**src/rtl/frame_arb_pkg.sv**
```systemverilog
// Shared types for the SDRAM frame-buffer arbiter: FSM states, client IDs and data width.
package frame_arb_pkg;

    localparam int DATA_W = 16;

    typedef enum logic [1:0] {
        ST_IDLE  = 2'd0,
        ST_CMD   = 2'd1,
        ST_WDATA = 2'd2,
        ST_RDATA = 2'd3
    } state_t;

    typedef enum logic [1:0] {
        CL_NONE = 2'd0,
        CL_CAM  = 2'd1,
        CL_SOB  = 2'd2,
        CL_DISP = 2'd3
    } client_t;

endpackage

```
**src/rtl/burst_addr_gen.sv**
```systemverilog
// Per-client frame offset: steps by one burst, wraps at the frame size, and restarts at 0
// in IDLE once a frame-start pulse has been seen.
module burst_addr_gen #(
    parameter int BURST_LEN   = 64,
    parameter int FRAME_WORDS = 76800,
    parameter int ADDR_W      = 24
) (
    input  logic              clk,
    input  logic              rst,
    input  logic              frame_start,
    input  logic              clear,
    input  logic              incr,
    output logic [ADDR_W-1:0] offset
);

    localparam logic [ADDR_W-1:0] STEP = ADDR_W'(BURST_LEN);
    localparam logic [ADDR_W-1:0] WRAP = ADDR_W'(FRAME_WORDS);

    logic [ADDR_W-1:0] offset_r;
    logic [ADDR_W-1:0] offset_n;
    logic [ADDR_W-1:0] offset_inc_s;
    logic              pending_r;
    logic              pending_n;
    logic              restart_s;

    // Next offset / pending flag; a pulse during a burst only arms the flag.
    always_comb begin
        restart_s    = pending_r | frame_start;
        offset_inc_s = offset_r + STEP;
        offset_n     = offset_r;
        pending_n    = pending_r | frame_start;
        if (clear && restart_s) begin
            offset_n  = {ADDR_W{1'b0}};
            pending_n = 1'b0;
        end else if (incr) begin
            if (offset_inc_s == WRAP) begin
                offset_n = {ADDR_W{1'b0}};
            end else begin
                offset_n = offset_inc_s;
            end
        end else begin
            offset_n = offset_r;
        end
        offset = restart_s ? {ADDR_W{1'b0}} : offset_r;
    end

    // Offset and pending-flag registers.
    always_ff @(posedge clk or posedge rst) begin
        if (rst) begin
            offset_r  <= {ADDR_W{1'b0}};
            pending_r <= 1'b0;
        end else begin
            offset_r  <= offset_n;
            pending_r <= pending_n;
        end
    end

endmodule

```
**src/rtl/frame_buffer_arbiter.sv**
```systemverilog
// Arbitrates the single SDRAM controller port between camera/Sobel write drains and the display
// reader. Optional Sobel client is enabled by defining FBARB_SOBEL_PORT_EN.
module frame_buffer_arbiter
    import frame_arb_pkg::*;
#(
    parameter int                BURST_LEN   = 64,
    parameter int                FRAME_WORDS = 76800,
    parameter int                ADDR_W      = 24,
    parameter logic [ADDR_W-1:0] CAM_BASE    = 24'h000000,
    parameter logic [ADDR_W-1:0] SOB_BASE    = 24'h020000
) (
    input  logic              clk,
    input  logic              rst,
    input  logic [10:0]       cam_count,
    input  logic [16:0]       cam_dout,
    output logic              cam_rd_en,
    input  logic              cam_frame_start,
    input  logic [9:0]        sob_count,
    input  logic [16:0]       sob_dout,
    output logic              sob_rd_en,
    input  logic              sob_frame_start,
    input  logic              disp_req,
    input  logic              disp_sel,
    input  logic              disp_frame_start,
    output logic [15:0]       disp_data,
    output logic              disp_valid,
    output logic              mem_cmd_valid,
    input  logic              mem_cmd_ready,
    output logic              mem_cmd_we,
    output logic [ADDR_W-1:0] mem_cmd_addr,
    output logic [15:0]       mem_wdata,
    input  logic              mem_wdata_req,
    input  logic [15:0]       mem_rdata,
    input  logic              mem_rdata_valid,
    output logic [1:0]        grant
);

    localparam logic [10:0] CAM_THR   = 11'(BURST_LEN);
    localparam logic [9:0]  SOB_THR   = 10'(BURST_LEN);
    localparam logic [9:0]  LAST_BEAT = 10'(BURST_LEN - 1);

    state_t            state_r, state_n;
    client_t           grant_r, grant_n;
    logic [ADDR_W-1:0] addr_r, addr_n;
    logic [9:0]        beat_r, beat_n;
    logic              last_sob_r, last_sob_n;
    logic              clear_s, done_s, beat_s;
    logic              cam_inc_s, sob_inc_s, disp_inc_s, sob_pop_s;
    logic              cam_elig_s, sob_elig_s;
    logic [ADDR_W-1:0] cam_off_s, sob_off_s, disp_off_s, disp_base_s;
    logic [DATA_W-1:0] sob_word_s;

    assign cam_elig_s = (cam_count >= CAM_THR);

`ifdef FBARB_SOBEL_PORT_EN
    logic unused_s;
    assign sob_elig_s  = (sob_count >= SOB_THR);
    assign disp_base_s = disp_sel ? SOB_BASE : CAM_BASE;
    assign sob_word_s  = sob_dout[DATA_W-1:0];
    assign sob_rd_en   = sob_pop_s;
    assign unused_s    = cam_dout[16] ^ sob_dout[16];

    burst_addr_gen #(.BURST_LEN(BURST_LEN), .FRAME_WORDS(FRAME_WORDS), .ADDR_W(ADDR_W)) u_sob_addr (
        .clk(clk), .rst(rst), .frame_start(sob_frame_start),
        .clear(clear_s), .incr(sob_inc_s), .offset(sob_off_s)
    );
`else
    logic unused_s;
    assign sob_elig_s  = 1'b0;
    assign disp_base_s = CAM_BASE;
    assign sob_word_s  = {DATA_W{1'b0}};
    assign sob_off_s   = {ADDR_W{1'b0}};
    assign sob_rd_en   = 1'b0;
    assign unused_s    = ^{sob_count, sob_dout, sob_frame_start, disp_sel, cam_dout[16],
                           SOB_BASE, sob_inc_s, sob_pop_s};
`endif

    burst_addr_gen #(.BURST_LEN(BURST_LEN), .FRAME_WORDS(FRAME_WORDS), .ADDR_W(ADDR_W)) u_cam_addr (
        .clk(clk), .rst(rst), .frame_start(cam_frame_start),
        .clear(clear_s), .incr(cam_inc_s), .offset(cam_off_s)
    );

    burst_addr_gen #(.BURST_LEN(BURST_LEN), .FRAME_WORDS(FRAME_WORDS), .ADDR_W(ADDR_W)) u_disp_addr (
        .clk(clk), .rst(rst), .frame_start(disp_frame_start),
        .clear(clear_s), .incr(disp_inc_s), .offset(disp_off_s)
    );

    // Next-state, arbitration and datapath steering; writers alternate, display always wins.
    always_comb begin
        state_n       = state_r;
        grant_n       = grant_r;
        addr_n        = addr_r;
        beat_n        = beat_r;
        last_sob_n    = last_sob_r;
        clear_s       = 1'b0;
        beat_s        = 1'b0;
        mem_cmd_valid = 1'b0;
        cam_rd_en     = 1'b0;
        sob_pop_s     = 1'b0;
        mem_wdata     = {DATA_W{1'b0}};
        disp_data     = {DATA_W{1'b0}};
        disp_valid    = 1'b0;
        case (state_r)
            ST_IDLE: begin
                clear_s = 1'b1;
                beat_n  = 10'd0;
                if (disp_req) begin
                    grant_n = CL_DISP;
                    addr_n  = disp_base_s + disp_off_s;
                    state_n = ST_CMD;
                end else if (cam_elig_s && (!sob_elig_s || last_sob_r)) begin
                    grant_n    = CL_CAM;
                    addr_n     = CAM_BASE + cam_off_s;
                    last_sob_n = 1'b0;
                    state_n    = ST_CMD;
                end else if (sob_elig_s) begin
                    grant_n    = CL_SOB;
                    addr_n     = SOB_BASE + sob_off_s;
                    last_sob_n = 1'b1;
                    state_n    = ST_CMD;
                end else begin
                    state_n = ST_IDLE;
                end
            end
            ST_CMD: begin
                mem_cmd_valid = 1'b1;
                if (mem_cmd_ready) begin
                    state_n = (grant_r == CL_DISP) ? ST_RDATA : ST_WDATA;
                end else begin
                    state_n = ST_CMD;
                end
            end
            ST_WDATA: begin
                mem_wdata = (grant_r == CL_SOB) ? sob_word_s : cam_dout[DATA_W-1:0];
                cam_rd_en = mem_wdata_req && (grant_r == CL_CAM);
                sob_pop_s = mem_wdata_req && (grant_r == CL_SOB);
                beat_s    = mem_wdata_req;
            end
            ST_RDATA: begin
                disp_data  = mem_rdata;
                disp_valid = mem_rdata_valid;
                beat_s     = mem_rdata_valid;
            end
            default: begin
                state_n = ST_IDLE;
                grant_n = CL_NONE;
            end
        endcase

        done_s = beat_s && (beat_r == LAST_BEAT);
        if (done_s) begin
            state_n = ST_IDLE;
            grant_n = CL_NONE;
        end else if (beat_s) begin
            beat_n = beat_r + 10'd1;
        end else begin
            beat_n = (state_r == ST_IDLE) ? 10'd0 : beat_r;
        end
        cam_inc_s  = done_s && (grant_r == CL_CAM);
        sob_inc_s  = done_s && (grant_r == CL_SOB);
        disp_inc_s = done_s && (grant_r == CL_DISP);
    end

    assign mem_cmd_we   = (grant_r != CL_DISP);
    assign mem_cmd_addr = addr_r;
    assign grant        = grant_r;

    // FSM, grant, latched burst address, beat counter and round-robin memory.
    always_ff @(posedge clk or posedge rst) begin
        if (rst) begin
            state_r    <= ST_IDLE;
            grant_r    <= CL_NONE;
            addr_r     <= {ADDR_W{1'b0}};
            beat_r     <= 10'd0;
            last_sob_r <= 1'b1;
        end else begin
            state_r    <= state_n;
            grant_r    <= grant_n;
            addr_r     <= addr_n;
            beat_r     <= beat_n;
            last_sob_r <= last_sob_n;
        end
    end

endmodule

```
**config.mk**
```make
export PLATFORM = sky130hd
export DESIGN_NAME = frame_buffer_arbiter
export DESIGN_NICKNAME = d
export VERILOG_FILES = /design/src/rtl/frame_arb_pkg.sv /design/src/rtl/burst_addr_gen.sv /design/src/rtl/frame_buffer_arbiter.sv
export SDC_FILE = /design/constraint.sdc
export NUM_CORES = 1
export LEC_CHECK = 0
export ABC_AREA = 1
export CAP_MARGIN = 20
export CORE_AREA = 2 2 122 124
export CTS_BUF_LIST = sky130_fd_sc_hd__clkbuf_16
export CTS_CLUSTER_DIAMETER = 40
export CTS_CLUSTER_SIZE = 10
export DETAILED_ROUTE_END_ITERATION = 10
export DIE_AREA = 0 0 124 126
export PLACE_DENSITY = 0.59
export REMOVE_ABC_BUFFERS = 1
export SLEW_MARGIN = 20
export SYNTH_ARGS = -nofsm -noshare
export SYNTH_HDL_FRONTEND = slang
export SYNTH_SLANG_ARGS = --single-unit
```
**constraint.sdc**
```tcl
create_clock -name clk -period 2.7 [get_ports clk]
set_input_delay 0.675 -clock clk [delete_from_list [all_inputs] [get_ports clk]]
set_output_delay 0.675 -clock clk [all_outputs]
set_load 0.02 [all_outputs]
```
=== Word level (Yosys, flattened, before mapping) ===
Cells that the tools add are included.

* Register bits after elaboration: 88
* Latch bits: 0
* Memory bits (writable): 0
* Memory bits (read-only): 0
* Bits of input ports: 81
* Output and inout bits: 63
* Logic and storage cells: 72
* Memories: 0

* Add/subtract/negate cells: 3
* Multiply operators: 0
* Div/mod/pow operators: 0
* Order comparisons: 1
* Eq/ne operators: 10
* Shift-type cells: 0
* Mux-type cells: 33
* Bitwise gates (word level): 2
* Reduce and logical (&&, ||, !) cells: 15

{| class="wikitable"
|+ Operators with widths
! cell !! number
|-
| 2-to-1 mux 24 bit || 10
|-
| adder 24 x 7 -> 24 bit, second input constant || 2
|-
| == test 24 x 17 -> 1 bit, second input constant || 2
|-
| 2-to-1 mux 16 bit || 3
|-
| 2-to-1 mux 10 bit || 3
|-
| 2-to-1 mux 2 bit || 6
|-
| >= comparator 11 x 7 -> 1 bit, second input constant || 1
|-
| adder 10 x 1 -> 10 bit, second input constant || 1
|-
| == test 10 x 6 -> 1 bit, second input constant || 1
|-
| 2-to-1 mux 1 bit || 9
|-
| == test 2 bit, second input constant || 4
|-
| nonzero test 2 bit || 4
|-
| logical AND 1 bit || 6
|-
| nonzero test 3 bit || 2
|-
| == test 2 x 1 -> 1 bit, second input constant || 2
|-
| one-hot mux 2 bit (2 select lines) || 1
|-
| AND reduction 2 bit || 2
|-
| zero test 2 bit || 1
|-
| inequality test 2 bit, second input constant || 1
|-
| OR 1 bit || 2
|-
| one-hot mux 1 bit (2 select lines) || 1
|}

=== Depth between registers and ports, before layout ===
* Depth in word-level cells: 6
* Gate-level depth with buffers: 13
* Mapped depth without buffers: 13

=== Modules after synthesis ===
A second synthesis with hierarchy kept.

* Cells, all modules: 757
* Area, all modules: 5208.7 um2

{| class="wikitable"
|+ Modules (own cells, without submodules)
! module !! times used !! cells each !! area each (um2)
|-
| burst_addr_gen || 2 || 219 || 1405.1
|-
| frame_buffer_arbiter || 1 || 319 || 2398.6
|}

=== Worst setup path after synthesis ===
OpenSTA, ideal clock, no wires.

* Path type: reg-to-output
* From: register grant_r[1], in the netlist grant[1]
* To: output port mem_wdata[10]
* Arrival time: 1415 ps
* Required time: 2025 ps
* Setup slack: 610 ps
* Stages on the path, launching flop included: 5
* Buffers on the path: 1
* Cells stage by stage: dfrtp_1 > inv_1 > nor2_1 > clkbuf_1 > nor2_1

* Word-level cells in the longest chain between the ends: 3

{| class="wikitable"
|+ RTL lines
! what !! RTL line !! source
|-
| start, declared || frame_buffer_arbiter.sv:43 || <nowiki>client_t grant_r, grant_n;</nowiki>
|-
| start signal, assigned || frame_buffer_arbiter.sv:178 || <nowiki>grant_r <= grant_n;</nowiki>
|-
| == test 2 bit || -- ||
|-
| 2-to-1 mux 16 bit || frame_buffer_arbiter.sv:134 || <nowiki>mem_wdata = (grant_r == CL_SOB) ? sob_word_s : cam_dout[DATA_W-1:0];</nowiki>
|-
| 2-to-1 mux 16 bit || frame_buffer_arbiter.sv:103 || <nowiki>case (state_r)</nowiki>
|-
| end, declared || frame_buffer_arbiter.sv:31 || <nowiki>output logic [15:0] mem_wdata,</nowiki>
|}

Every way passes these cells.

=== Worst setup path in the final report ===
* From: input port mem_rdata[11]
* To: output port disp_data[11]

* Word-level cells in the longest chain between the ends: 1

{| class="wikitable"
|+ RTL lines
! what !! RTL line !! source
|-
| start, declared || frame_buffer_arbiter.sv:33 || <nowiki>input logic [15:0] mem_rdata,</nowiki>
|-
| 2-to-1 mux 16 bit || frame_buffer_arbiter.sv:103 ||
|-
| end, declared || frame_buffer_arbiter.sv:25 || <nowiki>output logic [15:0] disp_data,</nowiki>
|}

Every way passes these cells.

==> metrics.txt <==
DRT Wirelength=12,400 um; gr usage total=16.1%; post-synthesis to final-layout area growth=34.5%; fmax=0.385 GHz; worst hold path class=reg2reg; post-placement setup slack=74.3 ps; Die H=126 um; endpoints failing setup=0; Seq/Total Area, Yosys=39.1%; Initial Util=31.3%; DR vias/cell=4.87; Primary FF master, synth=dfrtp_1; Mapped Cells=632; Initial DRT Pass Iterations=6; final setup margin=102 ps; shortest period the worst path allows=2600 ps; max incr delay on CP=630 ps; DP HPWL=9310 um; top cells by area, synth=dfrtp_1 (39%), nand2_1 (11%), nand3_1 (10%); initial antenna violation count=0; post-synthesis async set-or-reset flop share=100%; first-pass GRT wire length=20,100 um; critical path class=in2out; Post-synth EDFFs=0; DR WL/cell=13.4 um; DRC violations left=0; slowest CP cell=clkdlybuf4s50_1; Port Buf Inserts=100; min-delay src=beat_r[5]$_DFF_PP0_; antenna-violating nets left=0; DIE AREA=15,600 um2; DR iter-0 viols=295; worst-path fanout max=1; worst path required time=2030 ps; Max Transition Viols Final=0; final hold violations=0; post-synth top area cell=dfrtp_1; routability cong.=0.937; fillcell total=1,472; worst-skew pair later-pin latency=330 ps; number of global-route vias before repair=4,178; Final nets=821; DIE WIDTH=124 um; Yosys reg bits=70; Worst Path Arrival=1920 ps; cts hold-fix bufs=0; Pleak=2.54 nW; CTS tree=built; cell chain of the critical path=clkdlybuf4s50_1 > inv_1 > nor2_1 > clkdlybuf4s50_1; io pins=144; CTS sink count=70; Avg Cell Area, Syn=7.09 um2; Final Skew=7.39 ps; largest net degree at the start of global routing=71; synthesized area=4480 um2; synth cell count leaders=nand2_1 (131), nor2_1 (103), nand3_1 (92); layout cell share with drive strength beyond 1=9.84%; unrepaired setup endpoints after global routing=false; Critical Path Source Type=input pin; CP most frequent cell=clkdlybuf4s50_1; clock-pin slew on the worst setup and hold paths=60 ps; clock root cell=clkbuf_16; area of the core=14,300 um2; H-Tree Depth=3; Unique masters post-synth=34; vias after detailed routing=4,511; ant diodes=0; clk buf depth=2; Worst Setup SP=mem_rdata[11]; Tot Pwr=0.00558 W; post-synth top area share=39.1%; CTS buffer count=9; Pwr per Cell Area=925 nW/um2; post-route clock period utilization=96.2%; most frequent cell after synthesis=nand2_1; worst ir drop on vdd=0.445 mV; worst reg2reg startpoint=u_disp_addr.offset_r[6]$_DFFE_PP0P_; Setup crit end kind=output port; status=completed; warnings from Yosys=0; FP Rows=44; MaxCap Viol Count=0; GRT overflow=0
[worst paths after layout]
path	slack, ps	to	cells after the start
worst max-delay path	100	disp_data[11]	4
worst min-delay path	500	beat_r[5]$_DFF_PP0_	1
worst max register to register	580	u_disp_addr.offset_r[6]$_DFFE_PP0P_	12
worst min register to register	500	beat_r[5]$_DFF_PP0_	1
max in group asynchronous	1630	u_cam_addr.offset_r[6]$_DFFE_PP0P_	3
min in group asynchronous	750	beat_r[0]$_DFF_PP0_	3
[worst max-delay path, delay by kind of cell]
family                 cells  cell delay (ps)
buffers and inverters      3             1120
AND/OR/NAND/NOR            1              130
[sequential cells by signal (all words and copies together) (netlist names)]
register and flops:
mem_cmd_addr 18, u_cam_addr.offset_r 18, u_disp_addr.offset_r 18, beat_r 10, grant 2, state_r 2
u_cam_addr.pending_r 1, u_disp_addr.pending_r 1
[power breakdown]
group          switching (W)  internal, W  total (W)
clock network       0.000434     0.000795    0.00123
registers           0.000340      0.00140    0.00174
logic                0.00147      0.00113    0.00261
[layout by cell type (no fill, tap or decap), types with 3 or more instances in the layout]
| cell | synthesis | final |
|---|---|---|
| o21ai_1 | 8 | 8 |
| nand2_2 | 11 | 12 |
| nand3_2 | 3 | 3 |
| clkdlybuf4s50_1 | 0 | 100 |
| nor2_2 | 16 | 16 |
| xor2_1 | 9 | 9 |
| inv_1 | 68 | 69 |
| o21ai_0 | 15 | 15 |
| ha_1 | 3 | 3 |
| nor2_1 | 103 | 102 |
| a31oi_1 | 19 | 19 |
| inv_2 | 2 | 3 |
| clkbuf_16 | 0 | 9 |
| nor3_1 | 6 | 6 |
| o22ai_1 | 13 | 13 |
| conb_1 | 1 | 7 |
| xnor2_1 | 5 | 5 |
| buf_12 | 0 | 3 |
| clkinv_1 | 2 | 3 |
| nand4_1 | 10 | 10 |
| nand2_1 | 131 | 130 |
| nand3_1 | 92 | 92 |
| nor2_4 | 4 | 5 |
| dfrtp_1 | 70 | 70 |
| buf_4 | 10 | 13 |
[cells by family (layout without fill, tap and decap cells)]
logic type	count (synthesis)	after routing	synth area share (%)
compound gates	61	61	8.18
xor+xnor	14	14	2.74
fa+ha+maj	3	3	0.837
buf+inv	100	204	10.0
flops	70	70	39.1
mux	2	2	0.447
other cells	1	7	0.0836
simple gates	381	381	38.6
[cell type report]
cell class	instances	area [um2]	share of cell area, %
inverter	72	270	4.48
tap	184	230	3.82
timing repair buffer	116	1160	19.2
clock inverter	7	81.3	1.35
clock buffer	9	225	3.73
sequential	70	1750	29.0
multi-input combinational	468	2310	38.4
[layer usage]
metal	part of all wire, %	wire (um)	vias to the layer above	global-route usage [%]
met5	0	0	-	0
met4	1.1	141	0	4.49
met3	8.5	1060	13	3.40
met2	45	5540	160	26.1
met1	46	5700	2089	21.6
li1	-	-	2249	-
[metrics by stage]
stage	setup TNS [ps]	hold WS, ps	instances	util (%)	cell area (um2)
detailed placement	0	490	909	39.8	5690
floorplan	0	459	610	-	4330
global placement	0	479	909	39.8	5690
global route	0	526	926	42.1	6030
finish	0	501	926	42.1	6030
CTS	-0.839	500	925	42.0	6010
[repair_timing]
item | 4_1_cts | 5_1_grt
buffers inserted | 0 | 1
pin swaps | 0 | 1
resized for setup | 2 | 1
cloned | 0 | 0
endpoints found under the hold margin | 0 | 0
endpoints found under the setup margin | 17 | 17
Note: power is estimated with default switching activity, not from simulation.
